===== src/rtl/bus_burst_driver.sv =====
// Push-button burst transaction generator for bus bring-up: debounced start,
// incrementing-address write bursts or read-verify bursts with a watchdog.
module bus_burst_driver #(
    parameter int ADDR_WIDTH      = 16,
    parameter int DATA_WIDTH      = 8,
    parameter int COUNT_WIDTH     = 8,
    parameter int DEBOUNCE_CYCLES = 50000,
    parameter int TIMEOUT_CYCLES  = 65535
) (
    input  logic                   clk,
    input  logic                   rst,
    input  logic                   start_btn,
    input  logic                   cfg_mode,
    input  logic [ADDR_WIDTH-1:0]  cfg_addr,
    input  logic [COUNT_WIDTH-1:0] cfg_count,
    input  logic [DATA_WIDTH-1:0]  cfg_seed,
    output logic [DATA_WIDTH-1:0]  d_wdata,
    input  logic [DATA_WIDTH-1:0]  d_rdata,
    output logic [ADDR_WIDTH-1:0]  d_addr,
    output logic                   d_valid,
    input  logic                   d_ready,
    output logic                   d_mode,
    output logic                   busy,
    output logic                   done,
    output logic [COUNT_WIDTH-1:0] error_count,
    output logic                   timeout,
    output logic [DATA_WIDTH-1:0]  last_rdata
);

    localparam int DB_W = $clog2(DEBOUNCE_CYCLES + 1);
    localparam int WD_W = $clog2(TIMEOUT_CYCLES + 1);
    localparam logic [DB_W-1:0] DB_LAST = DB_W'(DEBOUNCE_CYCLES - 1);
    localparam logic [WD_W-1:0] WD_LAST = WD_W'(TIMEOUT_CYCLES - 1);

    typedef enum logic [2:0] {
        S_IDLE,
        S_REQ,
        S_WAIT_BUSY,
        S_WAIT_DONE,
        S_FIN
    } state_t;

    state_t                 r_state;
    logic                   r_sync1;
    logic                   r_sync2;
    logic                   r_db_state;
    logic [DB_W-1:0]        r_db_cnt;
    logic                   r_start;
    logic                   r_mode;
    logic [ADDR_WIDTH-1:0]  r_base;
    logic [COUNT_WIDTH-1:0] r_count;
    logic [DATA_WIDTH-1:0]  r_seed;
    logic [COUNT_WIDTH-1:0] r_idx;
    logic [WD_W-1:0]        r_wdog;

    logic [COUNT_WIDTH-1:0] w_idx_next;
    logic [DATA_WIDTH-1:0]  w_pattern;
    logic [DATA_WIDTH-1:0]  w_next_pattern;
    logic [ADDR_WIDTH-1:0]  w_next_addr;
    logic                   w_wdog_expired;

    assign w_idx_next     = r_idx + 1'b1;
    assign w_pattern      = r_seed + DATA_WIDTH'(r_idx);
    assign w_next_pattern = r_seed + DATA_WIDTH'(w_idx_next);
    assign w_next_addr    = r_base + ADDR_WIDTH'(w_idx_next);
    assign w_wdog_expired = (r_wdog == WD_LAST);

    // The debounce counter only runs while the synchronized level disagrees
    // with the accepted state, so any bounce back restarts the hold period.
    always_ff @(posedge clk or posedge rst) begin
        if (rst) begin
            r_sync1    <= 1'b0;
            r_sync2    <= 1'b0;
            r_db_state <= 1'b0;
            r_db_cnt   <= '0;
            r_start    <= 1'b0;
        end else begin
            r_sync1 <= start_btn;
            r_sync2 <= r_sync1;
            r_start <= 1'b0;
            if (r_sync2 == r_db_state) begin
                r_db_cnt <= '0;
            end else if (r_db_cnt == DB_LAST) begin
                r_db_state <= r_sync2;
                r_db_cnt   <= '0;
                r_start    <= r_sync2;
            end else begin
                r_db_cnt <= r_db_cnt + 1'b1;
            end
        end
    end

    always_ff @(posedge clk or posedge rst) begin
        if (rst) begin
            r_state     <= S_IDLE;
            r_mode      <= 1'b0;
            r_base      <= '0;
            r_count     <= '0;
            r_seed      <= '0;
            r_idx       <= '0;
            r_wdog      <= '0;
            d_valid     <= 1'b0;
            d_mode      <= 1'b0;
            d_addr      <= '0;
            d_wdata     <= '0;
            busy        <= 1'b0;
            done        <= 1'b0;
            error_count <= '0;
            timeout     <= 1'b0;
            last_rdata  <= '0;
        end else begin
            case (r_state)
                S_IDLE: begin
                    if (r_start) begin
                        r_mode      <= cfg_mode;
                        r_base      <= cfg_addr;
                        r_count     <= cfg_count;
                        r_seed      <= cfg_seed;
                        r_idx       <= '0;
                        error_count <= '0;
                        timeout     <= 1'b0;
                        busy        <= 1'b1;
                        if (cfg_count == '0) begin
                            done    <= 1'b1;
                            r_state <= S_FIN;
                        end else begin
                            d_valid <= 1'b1;
                            d_mode  <= cfg_mode;
                            d_addr  <= cfg_addr;
                            if (cfg_mode) d_wdata <= cfg_seed;
                            r_state <= S_REQ;
                        end
                    end
                end
                S_REQ: begin
                    if (d_ready) begin
                        d_valid <= 1'b0;
                        r_wdog  <= '0;
                        r_state <= S_WAIT_BUSY;
                    end
                end
                S_WAIT_BUSY: begin
                    if (w_wdog_expired) begin
                        timeout <= 1'b1;
                        done    <= 1'b1;
                        r_state <= S_FIN;
                    end else begin
                        r_wdog <= r_wdog + 1'b1;
                        if (!d_ready) r_state <= S_WAIT_DONE;
                    end
                end
                S_WAIT_DONE: begin
                    if (d_ready) begin
                        if (!r_mode) begin
                            last_rdata <= d_rdata;
                            if (d_rdata != w_pattern && error_count != '1)
                                error_count <= error_count + 1'b1;
                        end
                        r_idx <= w_idx_next;
                        if (w_idx_next == r_count) begin
                            done    <= 1'b1;
                            r_state <= S_FIN;
                        end else begin
                            d_valid <= 1'b1;
                            d_addr  <= w_next_addr;
                            if (r_mode) d_wdata <= w_next_pattern;
                            r_state <= S_REQ;
                        end
                    end else if (w_wdog_expired) begin
                        timeout <= 1'b1;
                        done    <= 1'b1;
                        r_state <= S_FIN;
                    end else begin
                        r_wdog <= r_wdog + 1'b1;
                    end
                end
                S_FIN: begin
                    done    <= 1'b0;
                    busy    <= 1'b0;
                    r_state <= S_IDLE;
                end
                default: r_state <= S_IDLE;
            endcase
        end
    end

endmodule


===== config.mk =====
export PLATFORM = sky130hd
export DESIGN_NAME = bus_burst_driver
export DESIGN_NICKNAME = d
export VERILOG_FILES = /design/src/rtl/bus_burst_driver.sv
export SDC_FILE = /design/constraint.sdc
export NUM_CORES = 1
export LEC_CHECK = 0
export BUFFER_PORTS_ARGS = -buffer_cell sky130_fd_sc_hd__clkbuf_2
export CAP_MARGIN = 20
export CORE_MARGIN = 4
export CORE_UTILIZATION = 40
export CTS_CLUSTER_SIZE = 14
export DETAILED_ROUTE_END_ITERATION = 12
export GPL_TIMING_DRIVEN = 0
export HOLD_SLACK_MARGIN = 0.02
export PLACE_DENSITY = 0.55
export RECOVER_POWER = 100
export SLEW_MARGIN = 20
export SYNTH_ARGS = -nofsm -noshare
export SYNTH_HDL_FRONTEND = slang
export SYNTH_SLANG_ARGS = --single-unit

===== constraint.sdc =====
create_clock -name clk -period 3.96 [get_ports clk]
set_clock_uncertainty 0.1 [all_clocks]
set_input_delay 0.198 -clock clk [delete_from_list [all_inputs] [get_ports clk]]
set_output_delay 0.198 -clock clk [all_outputs]
set_load 0.005 [all_outputs]

==> results by group, run 1 <==
STA
  • Final Hold Fails: 0
  • Setup slack after layout: 306.7 ps
  • Setup TNS: 0 ps
  • Slew Limit Fails: 0
  • RSZ-0062 raised after global routing: no
  • Final Cycle Share: slightly above 90%
  • FMAX: between 200 and 300 MHz
  • Final setup fails: 0
  • Worst-Margin Slew: around 1400 ps
  • Fin crit period: 3653 ps
  • Smallest hold slack: ~230 ps
  • Max transition margin: under 10%

Clocking
  • Clock Sinks: around 130
  • Clk pin slew, worst setup/hold paths: 60 ps
  • Clk_lat worst skew: 420 ps
  • CTS tree: built
  • H-Tree Depth: 4
  • CTS root buf: clkbuf_16
  • PostCTS Resize Cnt: 0
  • Postcts setup bufs: 0
  • Longest Clk Path Bufs: 2
  • CTS Buf Count: 17

Yosys
  • Synth Instances: about 750
  • Top cell type by total area after synthesis: dfrtp_1
  • Ys flop type: dfrtp_1
  • Mapped Nets: approximately 830
  • FF+latch count, synth: approximately 130
  • Seq/Total Area, Yosys: 44.05%
  • Top cell type's share of synthesized area: 44.05%
  • Fraction of registers with async set/reset: 100.0%
  • Synth area leaders: dfrtp_1 (44%), nand2_1 (9.4%), ha_1 (4.8%), xor2_1 (4.2%), mux2_2 (4.0%)
  • Number of synthesized flops with an enable pin: 0
  • Avg Cell Area, Syn: approximately 9.4 um^2
  • Synth warnings: 0
  • Netlist cell types: between 60 and 70
  • Mapped Area: a little over 7000 um^2

Floorplanning
  • Die Width: 141.2 um
  • Die Area: between 15000 and 20000 um^2
  • I/O Pins: 90
  • Row cnt: 48
  • Die span in y: between 100 and 150 um
  • Initial core utilization: around 41%
  • CORE AREA: 17360 um^2

Setup path
  • FF-to-FF End: d_addr[10]
  • CP delay by family, top: simple AND/OR/NAND/NOR gates
  • Worst EP arrival: 3850 ps
  • CP Cell Sequence: ha_1, and3_1, and3_1, xor2_1, ha_1, or3_1, or2_2, o221a_2, nand3_1, xor2_1, o21ai_0, mux2_2
  • Max stage delay on crit path: roughly 520 ps
  • R2r worst-path depth: 12
  • Req. time, crit path: about 4200 ps
  • Buf/Inv on CP: 0
  • Reg2Reg Setup Slack: around 310 ps
  • Setup crit start kind: flip-flop
  • Crit Reg-Reg Startpoint: r_idx[0]
  • Slowest CP cell: dfrtp_1
  • Crit-path max FO: 7
  • CP Class: reg -> reg
  • Setup crit end kind: flip-flop

Global route
  • Number of global-route vias before repair: about 5900
  • First-pass GRT wire length: 29350 um
  • Grt ovf: 0
  • Initial antenna violation count: 0
  • GRT Util Overall: between 10% and 20%
  • Largest net degree at the start of global routing: between 90 and 100

Power and ir drop
  • P_leak: 4.316 nW
  • Tot Pwr: between 2 and 3 mW
  • PwrDens: approximately 340 nW/um^2
  • Worst VDD drop: ~0.32 mV

Drt
  • Initial drt markers: 298
  • Wire per inst: about 16 um
  • ANT nets after route: 0
  • Vias per std cell: ~5.2
  • Via count: ~5900
  • WL final: ~18000 um
  • First-pass detailed-route iteration total: 4
  • Remaining DRCs: 0

Cells and area
  • Non-filler cells, final: 1145
  • Synth-to-layout area growth: 23.42%
  • Filler instances: between 1500 and 2000
  • Diodes inserted: 0
  • Nets: roughly 980
  • Layout Utilization: 50.49%
  • Finished Cell Area: 8763 um^2
  • Share of cells above drive strength 1: 15.98%

Hold path
  • Min-Delay Path Class: in -> reg
  • Hold Path Sink: r_state[2]
  • Hold_sp: d_ready
  • Hold Path Depth: 5

Outcome
  • Outcome: finished, final reports clean

Placement
  • Placed Cells: around 1100
  • DPL Wire Length: 12850 um
  • Pre-CTS WS: approximately 350 ps
  • Port Buffers: just under 90
  • Final Wtd Congestion: roughly 0.87
  • Area of placed instances: between 7000 and 8000 um^2

Flow run
  • Max Cap Violations: 0
==> synth_stat cells, drive strengths merged (3+ instances only) <==
cell type,instances
nand2,177
a211oi,5
o211ai,6
o21ai,49
a21oi,17
dfrtp,125
clkbuf,26
nor4,8
or4,3
o21bai,3
fa,3
ha,27
buf,4
and4,4
a31oi,8
xnor2,34
a21o,9
nor3,10
nor2,50
nand4,12
or3,4
inv,14
nand2b,3
nand3,25
o32ai,3
and3,14
mux2,34
o31ai,11
xor2,35
or2,6
==> layout make-up <==
type | instances | area [um^2] | area share (%)
plain buffers | 30 | 117.6 | 1.342
clock buffers | 21 | 460.4 | 5.254
clock inverters | 11 | 141.4 | 1.613
inverters | 14 | 53.80 | 0.6139
multi-input cells | 585 | 3715 | 42.39
flip-flops and latches | 125 | 3128 | 35.69
well taps | 225 | 281.5 | 3.212
repair buffers | 134 | 865.8 | 9.880
==> how the worst max path moves through the flow <==
stage               slack [ps]      from             to  cells after the start
global placement         -1300       rst  last_rdata[2]                      2
CTS                        290  r_idx[0]     d_addr[10]                     12
detailed placement         350  r_idx[0]     d_addr[10]                     12
floorplan                  330       rst           busy                      1
finish                     310  r_idx[0]     d_addr[10]                     12
global route                90  r_idx[0]     d_addr[15]                     12
==> worst min-delay path, cell delays in order <==
cell	delay, ps
clkbuf_2	110
nand2_1	100
o21ai_0	80
a22oi_1	130
a211oi_1	70
==> timing repair <==
| item | CTS | global route |
|---|---|---|
| endpoints found under the setup margin | 0 | 0 |
| hold buffers | 43 | 0 |
| endpoints found under the hold margin | 76 | 0 |
==> flip-flops by register name, indices dropped and copies added (netlist names), 8 cells and up <==
| signal | cells |
|---|---|
| r_count | 8 |
| r_base | 16 |
| error_count | 8 |
| d_wdata | 8 |
| r_idx | 8 |
| r_seed | 8 |
| d_addr | 16 |
| last_rdata | 8 |
| r_db_cnt | 16 |
| r_wdog | 16 |
==> cell families (layout without fill, tap and decap cells) <==
logic type | Yosys count | in the layout | share of synthesized area, %
AO/OA/AOI/OAI | 123 | 123 | 11.17
XOR/XNOR | 70 | 70 | 9.145
adder cells (fa/ha/maj) | 30 | 30 | 5.604
buffers and inverters | 44 | 210 | 2.643
flip-flops | 125 | 125 | 44.05
multiplexers | 36 | 36 | 6.150
AND/OR/NAND/NOR | 326 | 326 | 21.23
==> placed cells by master, fill, tap and decap left out, types with 5 or more instances in the layout <==
cell | synthesis | routed
mux2_2 | 25 | 25
o21ai_0 | 49 | 49
clkbuf_1 | 26 | 50
clkbuf_2 | 0 | 70
ha_1 | 27 | 27
o211ai_1 | 4 | 5
a21oi_1 | 17 | 17
xnor2_1 | 32 | 32
mux2_1 | 0 | 8
nand3_1 | 24 | 24
nand2_1 | 177 | 177
inv_1 | 14 | 13
or2_2 | 6 | 6
nor3_1 | 9 | 9
a21o_1 | 9 | 9
nand4_1 | 11 | 11
dlygate4sd3_1 | 0 | 43
o31ai_1 | 11 | 11
a31oi_1 | 8 | 8
nor4_1 | 7 | 8
clkbuf_16 | 0 | 17
dfrtp_1 | 125 | 125
nor2_1 | 49 | 50
xor2_1 | 34 | 34
a211oi_1 | 5 | 5
and3_1 | 13 | 13
==> where the power goes <==
group / switching [mW] / total [mW] / internal (mW) / leakage (nW)
clock network: 0.572 / 1.59 / 1.02 / 0.289
logic: 0.0629 / 0.119 / 0.0565 / 2.31
registers: 0.00213 / 1.28 / 1.28 / 1.72
==> per-layer routing <==
layer | share of wire, % | wire (um) | GRT usage (%) | up-vias
met2 | 48 | 8541 | 30.10 | 119
met3 | 4.1 | 737 | 4.071 | 26
li1 | - | - | - | 2920
met5 | 0 | 0 | 0 | -
met4 | 2.1 | 371 | 6.272 | 0
met1 | 46 | 8305 | 24.50 | 2879
Power figures use the tool's default switching activity.
==> inputs of run 2 (changes only) <==
--- a/config.mk
+++ b/config.mk
@@ -8,12 +8,12 @@
 export BUFFER_PORTS_ARGS = -buffer_cell sky130_fd_sc_hd__clkbuf_2
 export CAP_MARGIN = 20
 export CORE_MARGIN = 4
-export CORE_UTILIZATION = 40
+export CORE_UTILIZATION = 44
 export CTS_CLUSTER_SIZE = 14
 export DETAILED_ROUTE_END_ITERATION = 12
 export GPL_TIMING_DRIVEN = 0
 export HOLD_SLACK_MARGIN = 0.02
-export PLACE_DENSITY = 0.55
+export PLACE_DENSITY = 0.59
 export RECOVER_POWER = 100
 export SLEW_MARGIN = 20
 export SYNTH_ARGS = -nofsm -noshare
==> run 2 against run 1 <==
Net effect: sequential share of layout area grew 0.22 points; final area shrank 0.60%; non-clock buffer count is the same; worst setup slack gained 12 ps; critical path depth is the same; final cell count shrank 1.0%; global-route usage grew 2.2 points; clock power shrank 5%; flip-flop and latch count is the same; largest cell class unchanged.
==> results by group, run 2 (synthesis results as in run 1) <==
Floorplanning
  • Initial core utilization: 44.86% (+4.0 points)
  • Die Width: 135.0 um (-4.4%)
  • Die Area: 18230 um^2 (-8.6%)
  • I/O Pins: 90 (unchanged)
  • Row cnt: 46 (-4.2%)
  • CORE AREA: 15830 um^2 (-8.8%)
  • Die span in y: 135.0 um (-4.4%)

Cells and area
  • Nets: 982 (unchanged)
  • Diodes inserted: 0 (unchanged)
  • Commonest cells after routing, fill and taps aside: nand2_1 (177), dfrtp_1 (125), clkbuf_2 (64)
  • Share of cells above drive strength 1: 15.16% (-0.82 points)
  • Synth-to-layout area growth: 22.68%
  • Commonest non-fill, non-tap cell in the layout: nand2_1
  • Layout Utilization: 55.04% (+4.5 points)

Global route
  • First-pass GRT wire length: 30140 um (+2.7%)
  • Grt ovf: 0 (unchanged)
  • Number of global-route vias before repair: 6047 (+2.7%)
  • GR Util met1: 27.21% (+2.7 points)
  • GRT Util Overall: 20.73% (+2.2 points)
  • Largest net degree at the start of global routing: 102 (+7.4%)
  • GR Util met3: 4.955% (+0.88 points)
  • GR peak layer: met2
  • Initial antenna violation count: 0 (unchanged)
  • GR Layer Usage met2: 34.71% (+4.6 points)

Setup path
  • Setup crit start kind: flip-flop
  • Worst EP arrival: 3850 ps (about the same)
  • Reg2Reg Setup Slack: 320 ps (about the same)
  • Max stage delay on crit path: 480 ps (-40 ps)
  • CP Class: reg -> reg
  • Crit-path max FO: 7 (unchanged)
  • FF-to-FF End: d_addr[13]
  • Setup crit end kind: flip-flop
  • R2r worst-path depth: 12 (unchanged)
  • Slowest CP cell: dfrtp_1
  • Crit Reg-Reg Startpoint: r_idx[0]
  • Req. time, crit path: 4160 ps (about the same)
  • CP Cell Sequence: ha_1, and3_1, and3_1, xor2_1, ha_1, or3_1, a21o_1, a31oi_1, nor2_1, xnor2_1, o21ai_0, mux2_2

Placement
  • Port Buffers: 89 (unchanged)
  • Final Wtd Congestion: 0.8781 (+0.65%)
  • DPL Wire Length: 12640 um (-1.6%)
  • Pre-CTS WS: 357.2 ps (+2.745 ps)

STA
  • Final Cycle Share: 91.96% (-0.30 points)
  • Fin crit period: 3641 ps (-11.79 ps)
  • Final setup fails: 0 (unchanged)
  • Slew Limit Fails: 0 (unchanged)
  • Final Hold Fails: 0 (unchanged)
  • RSZ-0062 raised after global routing: no
  • Max transition margin: 5.434% (-0.45 points)
  • Setup slack after layout: 318.5 ps (+11.79 ps)
  • FMAX: 274.6 MHz (+0.32%)
  • Worst-Margin Slew: 1418 ps (+14.50 ps)

Drt
  • ANT nets after route: 0 (unchanged)
  • Initial drt markers: 331 (+11%)
  • Via count: 5992 (+0.81%)
  • Remaining DRCs: 0 (unchanged)
  • WL final: 17960 um (unchanged)
  • Vias per std cell: 5.289 (+1.9%)
  • Wire per inst: 15.85 um (+1.1%)
  • First-pass detailed-route iteration total: 5 (+1)

Hold path
  • Hold Path Depth: 5 (unchanged)
  • Hold Path Sink: r_state[2]
  • Hold_sp: d_ready
  • Min-Delay Path Class: in -> reg

Power and ir drop
  • Comb power frac: 4.1% (about the same)
  • Worst VDD drop: 0.3022 mV (-5.4%)
  • P_leak: 4.280 nW (-0.83%)
  • Seq pwr share: 44.0% (+1.1 points)
  • Clock Power Share: 51.9% (-1.2 points)
  • Cell internal pwr: 2.300 mW (-2.4%)
  • Psw: 616.1 uW (-3.3%)
  • PwrDens: 334.7 nW/um^2 (-2.0%)
  • Switching share of power: 21.13% (-0.16 points)

Clocking
  • CTS tree: built
  • H-Tree Depth: 4 (unchanged)
  • Clk pin slew, worst setup/hold paths: 60 ps (about the same)
  • Clock Sinks: 125 (unchanged)
  • Clk_lat worst skew: 420 ps (about the same)
  • CTS Buf Count: 17 (unchanged)
  • CTS root buf: clkbuf_16
  • Longest Clk Path Bufs: 2 (unchanged)

Flow run
  • Max Cap Violations: 0 (unchanged)

Outcome
  • Outcome: finished, final reports clean
run 2: cell count changes in the layout (fill, tap and decap cells not counted), sizes merged:
cell and change:
buf +1, bufinv -1, clkinv -2, clkinvlp -1
run 2: power by group through the flow:
stage | clock, mW | sequential [mW] | combinational, mW
detailed placement | 0 | 1.31 | 0.0924
finish | 1.51 | 1.28 | 0.120
global route | 1.60 | 1.28 | 0.135
global placement | 0 | 1.31 | 0.0867
floorplan | 0 | 1.31 | 0.0438
CTS | 1.54 | 1.28 | 0.126
run 2: final cells by class:
class | instances | area, um^2
fillers | 1426 | 7117
multi-input cells | 585 | 3721
flip-flops and latches | 125 | 3128
repair buffers | 134 | 855.8
clock buffers | 22 | 474.2
well taps | 216 | 270.3
plain buffers | 30 | 117.6
clock inverters | 7 | 90.09
inverters | 14 | 53.80
run 2: through the flow:
step           instances  power [mW]  TNS, ps  area [um^2]  hold slack [ps]
2_1_floorplan        754       1.350        0         7101            129.4
3_3_place_gp        1059       1.393  -151060         7816            207.4
3_5_place_dp        1061       1.399        0         7863            60.67
4_1_cts             1133       2.955        0         8857            159.6
5_1_grt             1133       3.019        0         8711            248.9
6_report            1133       2.916        0         8711            250.2
run 2: worst max-delay path by stage:
stage	slack, ps	from	endpoint
detailed placement	360	r_idx[0]	d_addr[13]
floorplan	330	rst	busy
global route	100	r_idx[0]	d_addr[13]
CTS	290	r_idx[0]	d_addr[13]
finish	320	r_idx[0]	d_addr[13]
global placement	-1220	rst	d_addr[2]
run 2: timing repair:
| action | CTS | global route |
|---|---|---|
| endpoints found under the hold margin | 115 | 0 |
| resized for setup | 0 | 0 |
| hold buffers | 43 | 0 |
| buffers inserted | 0 | 0 |
run 2: critical path: cells and delay by family (launching register included):
family                   cells  cell delay [ps]
multiplexers                 1              280
flip-flops                   1              480
AO/OA/AOI/OAI                3              670
AND/OR/NAND/NOR              4             1050
adder cells (fa/ha/maj)      2              600
XOR/XNOR                     2              360
run 2: metal layers:
metal,routed length (um),vias up
met2,8870,138
met3,819,25
li1,-,2921
met1,8006,2908
met5,0,-
met4,259,0
